==> config.mk <==
export PLATFORM = sky130hd
export DESIGN_NAME = mul_cs_resolve
export DESIGN_NICKNAME = d
export VERILOG_FILES = /design/src/rtl/mul_pkg.sv /design/src/rtl/mul_round_pack.sv /design/src/rtl/mul_cs_resolve.sv
export SDC_FILE = /design/constraint.sdc
export NUM_CORES = 1
export LEC_CHECK = 0
export CAP_MARGIN = 10
export CORE_ASPECT_RATIO = 2
export CORE_MARGIN = 3
export CORE_UTILIZATION = 51
export CTS_CLUSTER_SIZE = 28
export DETAILED_ROUTE_END_ITERATION = 16
export PLACE_DENSITY = 0.85
export SYNTH_ARGS = -nofsm -noshare
export SYNTH_HDL_FRONTEND = slang
export SYNTH_SLANG_ARGS = --single-unit
==> constraint.sdc <==
create_clock -name clk -period 4.7 [get_ports clk]
set_input_delay 0.47 -clock clk [delete_from_list [all_inputs] [get_ports clk]]
set_output_delay 0.47 -clock clk [all_outputs]
set_load 0.01 [all_outputs]
==> src/rtl/mul_pkg.sv <==
// mul_pkg: shared constants and types for the FP16 multiply back end.
// Holds the FP16 encoding constants, the carry-save operand widths and the
// stage-1 payload carried between the pipeline registers of mul_cs_resolve.
package mul_pkg;

  localparam int          FP16_BIAS  = 15;
  localparam logic [15:0] FP16_QNAN  = 16'h7E00;
  localparam logic [14:0] FP16_INF   = 15'h7C00;

  localparam int CS_A_W     = 24;
  localparam int CS_B_W     = 19;
  localparam int CS_B_SHIFT = 5;

  // Resolved product plus everything round/pack needs one stage later.
  typedef struct packed {
    logic [CS_A_W-1:0] p;
    logic              sign;
    logic [5:0]        exp_sum;
    logic              zero;
    logic              inf;
    logic              nan;
  } s1_payload_t;

endpackage

==> src/rtl/mul_round_pack.sv <==
// mul_round_pack: combinational normalize / round / pack of a resolved
// mantissa product into an IEEE binary16 word.
// Config macro: MUL_CS_RESOLVE_RNE_EN (defined = round-to-nearest-even,
// undefined = truncation).
// Ports:
//   p_i        resolved product, only [21:0] is meaningful
//   sign_i     product sign
//   exp_sum_i  biased exponent sum e1+e2
//   zero_i / inf_i / nan_i  special-case flags
//   data_o     packed FP16 result
//   ovf_o      overflow to infinity
//   unf_o      underflow flushed to zero
module mul_round_pack
  import mul_pkg::*;
#(
  parameter int BIAS = FP16_BIAS
) (
  input  logic [CS_A_W-1:0] p_i,
  input  logic              sign_i,
  input  logic [5:0]        exp_sum_i,
  input  logic              zero_i,
  input  logic              inf_i,
  input  logic              nan_i,
  output logic [15:0]       data_o,
  output logic              ovf_o,
  output logic              unf_o
);

  logic        n;
  logic [9:0]  mant;
  logic        carry;
  logic [10:0] mant_sum;
  logic [9:0]  mant_r;
  logic        rc;
  logic [7:0]  e;

  // Bits 23:22 are zero for legal operands.
  logic unused_p_top;
  assign unused_p_top = ^p_i[23:22];

  assign n    = p_i[21];
  assign mant = n ? p_i[20:11] : p_i[19:10];

`ifdef MUL_CS_RESOLVE_RNE_EN
  logic guard;
  logic sticky;
  assign guard  = n ? p_i[10] : p_i[9];
  assign sticky = n ? (|p_i[9:0]) : (|p_i[8:0]);
  assign carry  = guard & (sticky | mant[0]);
`else
  logic unused_p_low;
  assign unused_p_low = ^p_i[8:0];
  assign carry        = 1'b0;
`endif

  // A wrap out of 10 bits leaves mant_r at zero and bumps the exponent.
  assign mant_sum = {1'b0, mant} + {10'b0, carry};
  assign mant_r   = mant_sum[9:0];
  assign rc       = mant_sum[10];

  // 8-bit two's complement; exp_sum range keeps this within -15..47.
  assign e = {2'b00, exp_sum_i} - 8'(BIAS) + {7'b0, n} + {7'b0, rc};

  always_comb begin
    data_o = {sign_i, e[4:0], mant_r};
    ovf_o  = 1'b0;
    unf_o  = 1'b0;
    if (nan_i) begin
      data_o = FP16_QNAN;
    end else if (inf_i) begin
      data_o = {sign_i, FP16_INF};
    end else if (zero_i) begin
      data_o = {sign_i, 15'h0};
    end else if ($signed(e) >= 8'sd31) begin
      data_o = {sign_i, FP16_INF};
      ovf_o  = 1'b1;
    end else if ($signed(e) <= 8'sd0) begin
      data_o = {sign_i, 15'h0};
      unf_o  = 1'b1;
    end
  end

endmodule

==> src/rtl/mul_cs_resolve.sv <==
// mul_cs_resolve: back end of the FP16 multiply path. Resolves the
// carry-save mantissa pair, then normalizes, rounds and packs the result in
// a 2-stage valid/ready pipeline (one result per cycle).
// Config macro: MUL_CS_RESOLVE_RNE_EN (rounding mode, see mul_round_pack).
// Ports:
//   clk, rst               clock, synchronous active-high reset
//   in_valid / in_ready    upstream handshake
//   in_cs_a, in_cs_b       carry-save pair (cs_b weighted 2^5)
//   in_sign, in_exp_sum    product sign and biased exponent sum
//   in_zero/inf/nan        special-case flags
//   out_valid / out_ready  downstream handshake
//   out_data, out_ovf, out_unf  FP16 result and flags
module mul_cs_resolve
  import mul_pkg::*;
#(
  parameter int BIAS = 15
) (
  input  logic              clk,
  input  logic              rst,
  input  logic              in_valid,
  output logic              in_ready,
  input  logic [CS_A_W-1:0] in_cs_a,
  input  logic [CS_B_W-1:0] in_cs_b,
  input  logic              in_sign,
  input  logic [5:0]        in_exp_sum,
  input  logic              in_zero,
  input  logic              in_inf,
  input  logic              in_nan,
  output logic              out_valid,
  input  logic              out_ready,
  output logic [15:0]       out_data,
  output logic              out_ovf,
  output logic              out_unf
);

  logic              s1_valid_q;
  s1_payload_t       s1_q;
  s1_payload_t       s1_d;
  logic              out_valid_q;
  logic [15:0]       out_data_q;
  logic              out_ovf_q;
  logic              out_unf_q;

  logic              s2_adv;
  logic              s1_adv;
  logic [CS_B_W-1:0] p_hi;
  logic [15:0]       rp_data;
  logic              rp_ovf;
  logic              rp_unf;

  assign s2_adv   = !out_valid_q | out_ready;
  assign s1_adv   = !s1_valid_q | s2_adv;
  assign in_ready = s1_adv;

  // Final carry-propagate add: the carry word lines up with cs_a[23:5].
  assign p_hi = in_cs_a[CS_A_W-1:CS_B_SHIFT] + in_cs_b;

  always_comb begin
    s1_d         = '0;
    s1_d.p       = {p_hi, in_cs_a[CS_B_SHIFT-1:0]};
    s1_d.sign    = in_sign;
    s1_d.exp_sum = in_exp_sum;
    s1_d.zero    = in_zero;
    s1_d.inf     = in_inf;
    s1_d.nan     = in_nan;
  end

  mul_round_pack #(.BIAS(BIAS)) u_round_pack (
    .p_i       (s1_q.p),
    .sign_i    (s1_q.sign),
    .exp_sum_i (s1_q.exp_sum),
    .zero_i    (s1_q.zero),
    .inf_i     (s1_q.inf),
    .nan_i     (s1_q.nan),
    .data_o    (rp_data),
    .ovf_o     (rp_ovf),
    .unf_o     (rp_unf)
  );

  always_ff @(posedge clk) begin
    if (rst) begin
      s1_valid_q  <= 1'b0;
      s1_q        <= '0;
      out_valid_q <= 1'b0;
      out_data_q  <= '0;
      out_ovf_q   <= 1'b0;
      out_unf_q   <= 1'b0;
    end else begin
      if (s1_adv) begin
        s1_valid_q <= in_valid;
        if (in_valid) s1_q <= s1_d;
      end
      if (s2_adv) begin
        out_valid_q <= s1_valid_q;
        if (s1_valid_q) begin
          out_data_q <= rp_data;
          out_ovf_q  <= rp_ovf;
          out_unf_q  <= rp_unf;
        end
      end
    end
  end

  assign out_valid = out_valid_q;
  assign out_data  = out_data_q;
  assign out_ovf   = out_ovf_q;
  assign out_unf   = out_unf_q;

endmodule

; Yosys cells after proc, flatten, opt, wreduce, memory -nomap -nowiden
; Index checks and enable logic that the tools add are counted.
[op_classes]
add_sub_neg = 3
mul = 0
div = 0
n_lt_le_gt_ge = 2
n_eq_ne = 0
shifts = 0
n_mux = 15
bitwise = 2
n_reduce_logical = 4
[op_table]
columns = operator, count
row1 = two-way mux 15 bit, 4
row2 = adder 17 bit, 1
row3 = two-way mux 16 bit, 1
row4 = two-way mux 10 bit, 1
row5 = two-way mux 1 bit, 9
row6 = adder 8 x 1 -> 8 bit, 1
row7 = "greater-or-equal comparator 8 x 6 -> 1 bit, second input constant", 1
row8 = "<= comparator 8 x 1 -> 1 bit, second input constant", 1
row9 = "subtractor 6 x 4 -> 7 bit, second input constant", 1
row10 = AND reduction 2 bit, 2
row11 = logical NOT 1 bit, 2
row12 = bitwise OR 1 bit, 2
[word_totals]
ff_bits = 52
latch_bits = 0
ram_bits = 0
mem_bits_ro = 0
input_bits = 57
out_inout_bits = 20
elab_cells = 37
n_memories = 0

; Logic depth before layout (Yosys ltp)
[logic_depth]
depth_word = 8
mapped_depth = 9
mapped_depth_nobuf = 9

; Hierarchy
; A second synthesis with hierarchy kept.
[hier_totals]
cells_unflattened = 461
hier_area_um2 = 3595.9
[modules_own_cells]
columns = module, n_inst, cells_each, area_per_inst_um2, seq_area_each_um2
row1 = mul_cs_resolve, 1, 372, 2904.0, 1081.0
row2 = mul_round_pack, 1, 89, 691.9, 0.0

; Worst setup path before layout
; Ideal clock, no wire load.
[synth_timing]
path_kind = input -> register
startpoint = in in_cs_a[12]
endpoint = reg s1_q[29] (netlist bit)
setup_ns = 0.117
t_arrival_ns = 2.300
required_ns = 4.583
setup_slack_ns = 2.283
path_stages = 7
n_path_buf = 0
path_cell_list = ha_1 -> a21o_1 -> a21o_1 -> a2111oi_2 -> a2111oi_0 -> or3_1 -> a32o_1
[synth_between]
elab_chain_len = 1
[synth_rtl]
columns = element, line_no
row1 = start: declaration, mul_cs_resolve.sv:22  ; input logic [CS_A_W-1:0] in_cs_a,
row2 = adder 17 bit, mul_cs_resolve.sv:56  ; assign p_hi = in_cs_a[CS_A_W-1:CS_B_SHIFT] + in_cs_b;
row3 = end signal: assignment, mul_cs_resolve.sv:83  ; s1_q <= '0;
row4 = end signal: assignment, mul_cs_resolve.sv:91  ; if (in_valid) s1_q <= s1_d;
row5 = end: declaration, mul_cs_resolve.sv:37  ; s1_payload_t s1_q;
; Every way passes these cells.
; A chain may end at the register's enable or synchronous reset.

; Final worst setup path
[layout_timing]
startpoint = reg s1_q[31] (netlist bit)
endpoint = reg out_data_q[6] (netlist: out_data[6])
[layout_between]
elab_chain_len = 7
elab_cells_between_ends = 9
cone_classes = add/sub (1) / order compare (2) / mux (6)
[layout_rtl]
columns = element, line_no
row1 = adder 8 x 1 -> 8 bit, mul_round_pack.sv:62  ; assign e = {2'b00, exp_sum_i} - 8'(BIAS) + {7'b0, n} + {7'b0, rc};
row2 = <= comparator 8 x 1 -> 1 bit, mul_round_pack.sv:77  ; end else if ($signed(e) <= 8'sd0) begin
row3 = two-way mux 15 bit, mul_round_pack.sv:77
row4 = two-way mux 15 bit (*), mul_round_pack.sv:74  ; end else if ($signed(e) >= 8'sd31) begin
row5 = two-way mux 15 bit (*), mul_round_pack.sv:72  ; end else if (zero_i) begin
row6 = two-way mux 15 bit (*), mul_round_pack.sv:70  ; end else if (inf_i) begin
row7 = two-way mux 16 bit (*), mul_round_pack.sv:68  ; if (nan_i) begin
row8 = end signal: assignment, mul_cs_resolve.sv:96  ; out_data_q <= rp_data;
row9 = end: declaration, mul_cs_resolve.sv:40  ; logic [15:0] out_data_q;
; Mark *: on every way between the ends. The rest lies on a longest branch, timed or not.

==> results <==
- TritonCTS created 5 clock buffers.
- The average instance in the mapped netlist occupies 8.44 um2.
- The analysis attributes to cell leakage a power of 1.29 nW.
- The critical path capture point type is a register.
- The final-report max-slew violation count is 0.
- The clock-pin slew on the worst setup and hold paths is 0.07 ns.
- In this run the register-to-register setup slack is 1.67 ns.
- The slowest stage of the critical path belongs to the cell dfxtp_1.
- The share of synthesized area occupied by flip-flops and latches is 32.0%.
- Based on the critical path, the design can be clocked at up to 0.330 GHz.
- The post-synthesis instance area is 2620 um2.
- For this run, asynchronously set or reset flops after synthesis account for 0%.
- The floorplan step defined a die boundary enclosing 6090 um2.
- The clock tree synthesis step divided the H-tree into 2 levels.
- The count of buffers from port buffering is 67.
- The finished cells cover 3400 um2.
- The flow ran to the end, and the final reports show no timing, DRC or antenna violations.
- The design draws 0.000841 W.
- The number of nets in the synthesized netlist is 386.
- The post-route netlist has 5.08% of its cells at a drive strength greater than 1.
- The top-level I/O count is 77.
- The core footprint is 4910 um2.
- The number of detailed-routing iterations run before antenna repair is 4.
- At the end of the flow, the number of nets in the layout was 449.
- The number of synthesized register bits is 42.
- The total of endpoints with negative setup slack in the final report is 0.
- The largest single stage delay on the critical path is 0.73 ns.
- The average wire length per cell after detail routing is 15.1 um.
- The sum of negative setup slack is 0 ns.
- Power spread over the standard cell area amounts to 248 nW/um2.
- Among all flip-flop cells after synthesis, the most frequent one is dfxtp_1.
- For the worst-skew pair, the clock arrives at the later sink with an insertion delay of 0.29 ns.
- Once the floorplan was initialized, standard cells occupied 53.4% of the core.
- The remaining design rule violation count is 0.
- The worst hold path endpoint is s1_q[20].
- The startpoint of the most critical register-to-register path is s1_q[31].
- The final-report hold violation count is 0.
- The count of synthesis-stage warnings from yosys is 0.
- The critical path goes through ha_1 -> ha_1 -> xor3_1 -> and3_1 -> maj3_2 -> a21oi_4 -> o2111ai_4 -> o31ai_1.
- After technology mapping, the gate count stands at 311.
- The global-route usage over all layers is 22.5%.
- The tree built by TritonCTS fans out to 42 sinks.
- After layout, the worst path uses 64.4% of the clock period.
- The hold-fix buffer count after cts is 0.
- The highest ir drop seen on vdd is 0.000173 V.
- The routed via count divided by cell count is 6.00.
- The minimum clock period after layout is 3.03 ns.
- The measured slew at the worst slew-check pin is 0.823 ns.
- Setup repair after global routing left no endpoint under its margin.
- The worst min-delay path startpoint is s1_q[20].
- TritonCTS built the clock tree.
- The width of the chip is 56.7 um.
- Detailed placement ended at an HPWL of 5260 um.
- The first routing iteration left 62 violations.
- Counting flops with a built-in enable in the synthesized netlist gives 0.
- The total overflow reported by the global router is 0.
- The via count of the first global-routing pass is 2715.
- The terminus of the critical flop-to-flop path is out_data[6].
- At the end of routability-driven placement, the weighted congestion stood at 0.893.
- After detailed routing, the total wire length is 6510 um.
- Entering global routing, the biggest net connects 30 pins.
- The number of antenna diodes in the final layout is 0.
- The normalized max-slew margin is 45.0%.
- The type of the most critical hold path is register to register.
- The library cells used most frequently in the layout, excluding fill and tap cells, are clkdlybuf4s50_1 (67), nand2_1 (47), dfxtp_1 (42), a21oi_1 (30), ha_1 (18).
- The count of nets left with antenna violations once routing finished came out at 0.
- The synthesized netlist contains 59 unique library cells.
- The number of antenna violations at the first check in global routing is 0.
- The reported max-cap violation count is 0.
- The first global-routing pass estimated 11200 um of wire.
- The data arrival time of the worst path is 3.23 ns.
- The count of instances resized after the clock tree is built is 0.
- The worst setup path is of the register to register kind.
- The synthesis-to-layout area growth is 29.4%.
- After detailed placement, the total cell area comes to 3320 um2.
- The cell depth of the worst min-delay path is 2.
- The worst register-to-register path has a depth of 8.
- After floorplanning, the core was divided into 36 placement rows.
- The tree is rooted in a clkbuf_8.
- STA classifies the critical path startpoint as a register.
- The post-CTS setup buffer count is 0.
- Of all nets on the critical path, the largest fanout is 12.
- Among the stages of the critical path, the cell type that occurs most often is ha_1.
- The total number of vias is 2588.
- No sink is reached through more buffers than the 2 on the longest clock path.
- The clock skew is 0.00709 ns.
- The required time of the critical path is 4.90 ns.
- The die outline height is 107 um.
- The most frequent standard cell in the layout excluding fill and tap cells is clkdlybuf4s50_1.
[metrics by stage]
stage | hold slack, ns | setup WS (ns) | util (%) | std cells
6_report | 0.454 | 1.67 | 69.2 | 431
5_1_grt | 0.480 | 1.56 | 69.2 | 431
4_1_cts | 0.458 | 1.68 | 69.2 | 431
3_5_place_dp | 0.448 | 1.63 | 67.6 | 424
3_3_place_gp | 0.435 | 1.67 | 67.6 | 424
2_1_floorplan | 0.431 | 2.28 | - | 311
[worst max-delay path: cells and delay by family (launching register included)]
| family | cells | cell delay, ns |
|---|---|---|
| compound gates | 3 | 0.76 |
| xor+xnor | 1 | 0.33 |
| fa+ha+maj | 3 | 0.88 |
| flops | 1 | 0.73 |
| simple gates | 1 | 0.24 |
[where the power goes]
group / switching (W) / leakage [nW] / total, W / internal (W)
combinational: 0.000107 / 0.903 / 0.000222 / 0.000115
clock: 0.000116 / 0.0383 / 0.000218 / 0.000102
sequential: 0.0000244 / 0.344 / 0.000401 / 0.000377
[cell type report]
cell class / count / area [um2]
clock buffer: 7 / 76.3
inverter: 8 / 30.0
sequential: 42 / 841
fill: 403 / 1510
timing repair buffer: 68 / 678
tap: 57 / 71.3
multi-input combinational: 249 / 1700
[registers in the layout, indices dropped and copies added (netlist names)]
name and flops:
out_data 16, out_ovf 1, out_unf 1, out_valid 1
s1_q 22, s1_valid_q 1
[Yosys cell counts (2+ instances only)]
master     count  area [um2]
and3_1         2        12.5
nand2_1       47         176
o221a_2        4        45.0
nand4_1        3        18.8
a21oi_1       30         150
mux2i_1       10         100
nor2_1        11        41.3
xnor2_1        5        43.8
nor3_1         9        45.0
o21ai_0       13        65.1
nand3_1       11        55.1
o311ai_0       2        17.5
dfxtp_1       42         841
xor2_1         6        52.6
a31oi_1        3        18.8
a21o_1         7        52.6
or3_1          5        31.3
or2_2          2        12.5
a2111oi_0      2        17.5
a211o_1        2        17.5
and2_1         3        18.8
o2111ai_1      4        35.0
inv_1          7        26.3
o31ai_1        9        67.6
nand3b_1       4        30.0
o21a_1         2        15.0
buf_1          2        7.51
a211oi_1       3        22.5
clkbuf_1       8        30.0
nor4_1         2        12.5
ha_1          18         225
nand2b_1       5        31.3
or4_1          2        15.0
[worst max-delay path by stage]
| stage | from | end | slack [ns] | cells after the start |
|---|---|---|---|---|
| 2_1_floorplan | in_cs_a[12] | s1_q[29] | 2.28 | 7 |
| 3_3_place_gp | in_cs_a[12] | s1_q[29] | 1.67 | 8 |
| 3_5_place_dp | in_cs_a[9] | s1_q[29] | 1.63 | 8 |
| 4_1_cts | s1_q[31] | out_data[6] | 1.68 | 8 |
| 5_1_grt | s1_q[31] | out_data[6] | 1.56 | 8 |
| 6_report | s1_q[31] | out_data[6] | 1.67 | 8 |
[per-layer routing]
metal  part of all wire (%)  vias to the layer above  routed length (um)  GRT usage, %
met5                      0                        -                   0             0
met4                    2.6                        0                 172          10.7
met3                    2.3                       14                 147          1.68
met2                     60                       56                3910          46.7
met1                     35                     1229                2280          20.6
li1                       -                     1289                   -             -
[logic make-up (layout without fill, tap and decap cells)]
group	count (synthesis)	after routing	share of synthesized area [%]
AND/OR/NAND/NOR	111	111	20.6
AO/OA/AOI/OAI	96	96	26.4
flip-flops	42	42	32.0
buffers and inverters	20	83	3.20
adder cells (fa/ha/maj)	19	19	9.01
XOR/XNOR	12	12	4.58
multiplexers	11	11	4.24
Note: power is estimated with default switching activity, not from simulation.
==> RTL change 1 (same flow settings) <==
Register the output `out_ovf` once more, cleared by the reset; this adds one clock of latency there. The other outputs are not delayed to match.
--- a/src/rtl/mul_cs_resolve.sv
+++ b/src/rtl/mul_cs_resolve.sv
@@ -103,7 +103,13 @@
 
   assign out_valid = out_valid_q;
   assign out_data  = out_data_q;
-  assign out_ovf   = out_ovf_q;
+  always_ff @(posedge clk) begin
+    if (rst) begin
+      out_ovf <= '0;
+    end else begin
+      out_ovf <= out_ovf_q;
+    end
+  end
   assign out_unf   = out_unf_q;
 
 endmodule
Formal check against the unedited RTL: not equivalent (a bounded check fails within 4 cycles, from zero or initial values and one cycle with rst high).
==> RTL change 1 against the original RTL <==
- clock power increased by 6%
- sequential share of layout area increased by 1.9 points
- synthesized area decreased by 7.1%
- cell area is 4.8% lower
- sequential cell count increased by 1
- worst hold slack worse by 7.0 ps
- clock skew fell by 1.6 ps
- wire length is 18% lower
- worst setup slack improved by 200 ps
- total power rose by 0.65%
- critical path type unchanged
- largest cell class unchanged
==> RTL change 1: results <==
power:
  ir_worst_vdd_mv: 0.203
  switching_power_mw: 0.234
  p_comb_share_pct: 24.6
worst_setup_path:
  cp-endpoint: "out_data[1]$_SDFFE_PP0P_"
  slowest_delay_ps: 700
  crit_family: "compound AO/OA/AOI/OAI gates"
  worst-r2r-setup-slack_ps: 1880
routing:
  totalWireLength_mm: 5.33
  drt_iter0_markers: 39
  wl_met3_um: 235
  vias: 2360
  via_per_inst: 5.65
hold_path:
  hp-start: "out_data[6]$_SDFFE_PP0P_"
  worstHoldEndpoint: "out_data[6]$_SDFFE_PP0P_"
global_routing:
  grt_usage_pct: 20.8
  grt_max_degree: 29
  met1_usage_pct: 21.5
  grt_pass1_vias: 2238
  met2_usage_pct: 37.0
sta:
  relSlewSlack_pct: 48.3
  fin_crit_ps: 2820
  holdWs_ps: 447
  clock_skew_ps: 5.44
place:
  dp.cells: 411
  place_hpwl_mm: 4.38
  placed_cell_area_mm2: 0.00315
  post-place-ws_ps: 1640
status:
  outcome: "completed"
finish:
  fin_util_pct: 70.3
  fillers: 393
  drive_gt1_share_pct: 3.86
synthesis:
  ys_top_cells_by_area: "dfxtp_1 35%, ha_1 9.2%, nand2_1 7.4%"
  ys_seq_area_share_pct: 35.3
  syn_nets: 372
==> RTL change 1: cell types whose count changed in the layout (fill, tap and decap cells not counted), moves of 5 or more <==
cell / change
nand3_1: -5
nor2_1: +13
nor3_1: -7
o21ai_0: +5
o31ai_1: -7
xnor2_1: +5
==> RTL change 1: area by class of cell <==
| cell class | instances | area share, % |
|---|---|---|
| inverter | 8 | 0.929 |
| tap | 55 | 2.13 |
| clock buffer | 6 | 2.55 |
| clock inverter | 1 | 0.155 |
| sequential | 43 | 26.6 |
| timing repair buffer | 69 | 21.2 |
| multi-input combinational | 236 | 46.4 |
==> RTL change 1: cells by family after synthesis <==
kind of cell | count (synthesis) | share of synthesized area (%)
buffers and inverters | 18 | 3.13
xor gates and xnor gates | 14 | 5.80
and+or+nand+nor | 106 | 20.6
DFF | 43 | 35.3
AOI/OAI and AO/OA | 88 | 21.8
muxes | 10 | 4.11
adders and majority gates | 18 | 9.24
==> RTL change 2 (same settings) <==
Without the edit above. The option `MUL_CS_RESOLVE_RNE_EN` is turned on by a define.
--- a/src/rtl/mul_round_pack.sv
+++ b/src/rtl/mul_round_pack.sv
@@ -10,6 +10,8 @@
 //   data_o     packed FP16 result
 //   ovf_o      overflow to infinity
 //   unf_o      underflow flushed to zero
+`define MUL_CS_RESOLVE_RNE_EN
+
 module mul_round_pack
   import mul_pkg::*;
 #(
Behaviour: not the same (Yosys sat finds a counterexample within 4 cycles, from zero or initial values and one cycle with rst high).
==> RTL change 2 against the original RTL <==
- sequential share of layout area up 0.20 points
- clock power up 59%
- worst setup slack worse by 840 ps
- cell area up 23%
- global-route usage down 0.51 points
- total power up 34%
- synthesized area up 25%
- wire length up 22%
- non-clock buffer count up 8
- maximum frequency down 22%
- sequential cell count up 10
==> RTL change 2: results <==
status:
  outcome: "completed"
synthesis:
  synthAdderAreaFrac_pct: 8.45
  synth_compound_area_share_pct: 25.0
  synth_mux_area_share_pct: 2.47
  ys_seq_area_share_pct: 31.7
  ys_top_cells_by_area: "dfxtp_1 32%, nand2_1 7.5%, ha_1 7.2%"
  synthXorXnorAreaFrac_pct: 5.06
  async_flop_share_pct: 0
  synth_cell_types: 56
  synthTopCellsByCount: "66 x nand2_1, 52 x dfxtp_1, 41 x a21oi_1"
  netlist_instances: 413
  syn_nets: 491
place:
  io_buffers: 72
  place_hpwl_mm: 6.26
  gp_congestion: 0.904
sta:
  clock_skew_ps: 4.41
  setup_viol: 0
  fin_tns_setup_ps: 0
  worst_pin_slew_ps: 892
finish:
  n_antenna_cell: 0
  final_net_count: 553
  largest_reg_flops: 32
  drive_gt1_share_pct: 3.37
global_routing:
  grt_usage_pct: 22.0
  grt_max_degree: 42
  grt_first_pass_wirelength_mm: 13.7
  grt_pass1_vias: 3198
clock_network:
  htreeDepth: 2
  clock_path_buffers: 2
  clk_pin_slew_ps: 70
  cts_root_buf: "clkbuf_16"
  post_cts_buffers: 0
power:
  ir_worst_vdd_mv: 0.194
  p_leak_nw: 1.60
routing:
  wire_per_inst_um: 14.2
  drt_iter0_markers: 156
  via_per_inst: 5.79
  firstDrtPassIters: 4
worst_setup_path:
  arrival_ps: 4050
  critPathMaxFanout: 9
RTL change 2: changes by cell type after synthesis, sizes merged, moves of 9 or more:
cell    change
nand2      +19
nor2       +12
a211oi     +11
a22o       +11
a21oi      +10
dfxtp      +10
clkbuf      +9
RTL change 2: cells by family (layout without fill, tap and decap cells):
family          after synthesis  after routing
compound gates              124            124
mux                           8              8
simple gates                153            153
flops                        52             52
buf+inv                      36             98
xor+xnor                     19             19
fa+ha+maj                    21             21
RTL change 2: per-stage QoR:
stage / instance area [um2] / hold WS (ps) / std cells / worst slack, ps
floorplan: 3290 / 436 / 413 / 353
global placement: 4030 / 440 / 552 / 953
detailed placement: 4030 / 447 / 552 / 892
CTS: 4170 / 459 / 559 / 859
global route: 4170 / 475 / 559 / 469
finish: 4170 / 454 / 559 / 832
RTL change 2: area by class of cell:
cell class / instances / area [um2]
repair buffers: 76 / 751
clock inverters: 2 / 12.5
clock buffers: 5 / 125
well taps: 84 / 105
fillers: 537 / 1940
multi-input cells: 325 / 2080
flip-flops and latches: 52 / 1040
inverters: 15 / 56.3
RTL change 2: path summary, 6_finish.rpt:
| path | slack [ps] | cells past startpoint | startpoint | to |
|---|---|---|---|---|
| min | 450 | 2 | out_ovf$_SDFFE_PP0P_ | out_ovf$_SDFFE_PP0P_ |
| max reg2reg | 830 | 14 | s1_q[31]$_SDFFE_PP0P_ | out_data[8]$_SDFFE_PP0P_ |
| min reg2reg | 450 | 2 | out_ovf$_SDFFE_PP0P_ | out_ovf$_SDFFE_PP0P_ |
| max | 830 | 14 | s1_q[31]$_SDFFE_PP0P_ | out_data[8]$_SDFFE_PP0P_ |
RTL change 2: power by group:
part           total (mW)  leakage, nW  switching, mW  internal [mW]
clock               0.347       0.0657          0.153          0.193
sequential          0.500        0.427         0.0314          0.469
combinational       0.283         1.11          0.141          0.142
RTL change 2: worst max-delay path, stage by stage (launching register included):
cell	delay (ps)
dfxtp_1	380
nand2b_1	190
a21boi_0	160
ha_1	290
nand2_1	80
nor4_1	290
and3_1	260
and3_1	180
fa_1	230
ha_1	250
nor4b_1	450
o21ai_0	190
and2_1	200
o2111a_1	370
a22o_1	230
RTL change 2: per-layer routing:
metal	track usage (%)	part of all wire (%)	up-vias
met4	10.4	3.4	0
met5	0	0	-
met3	3.65	3.3	23
li1	-	-	1619
met2	43.6	56	83
met1	21.3	37	1514
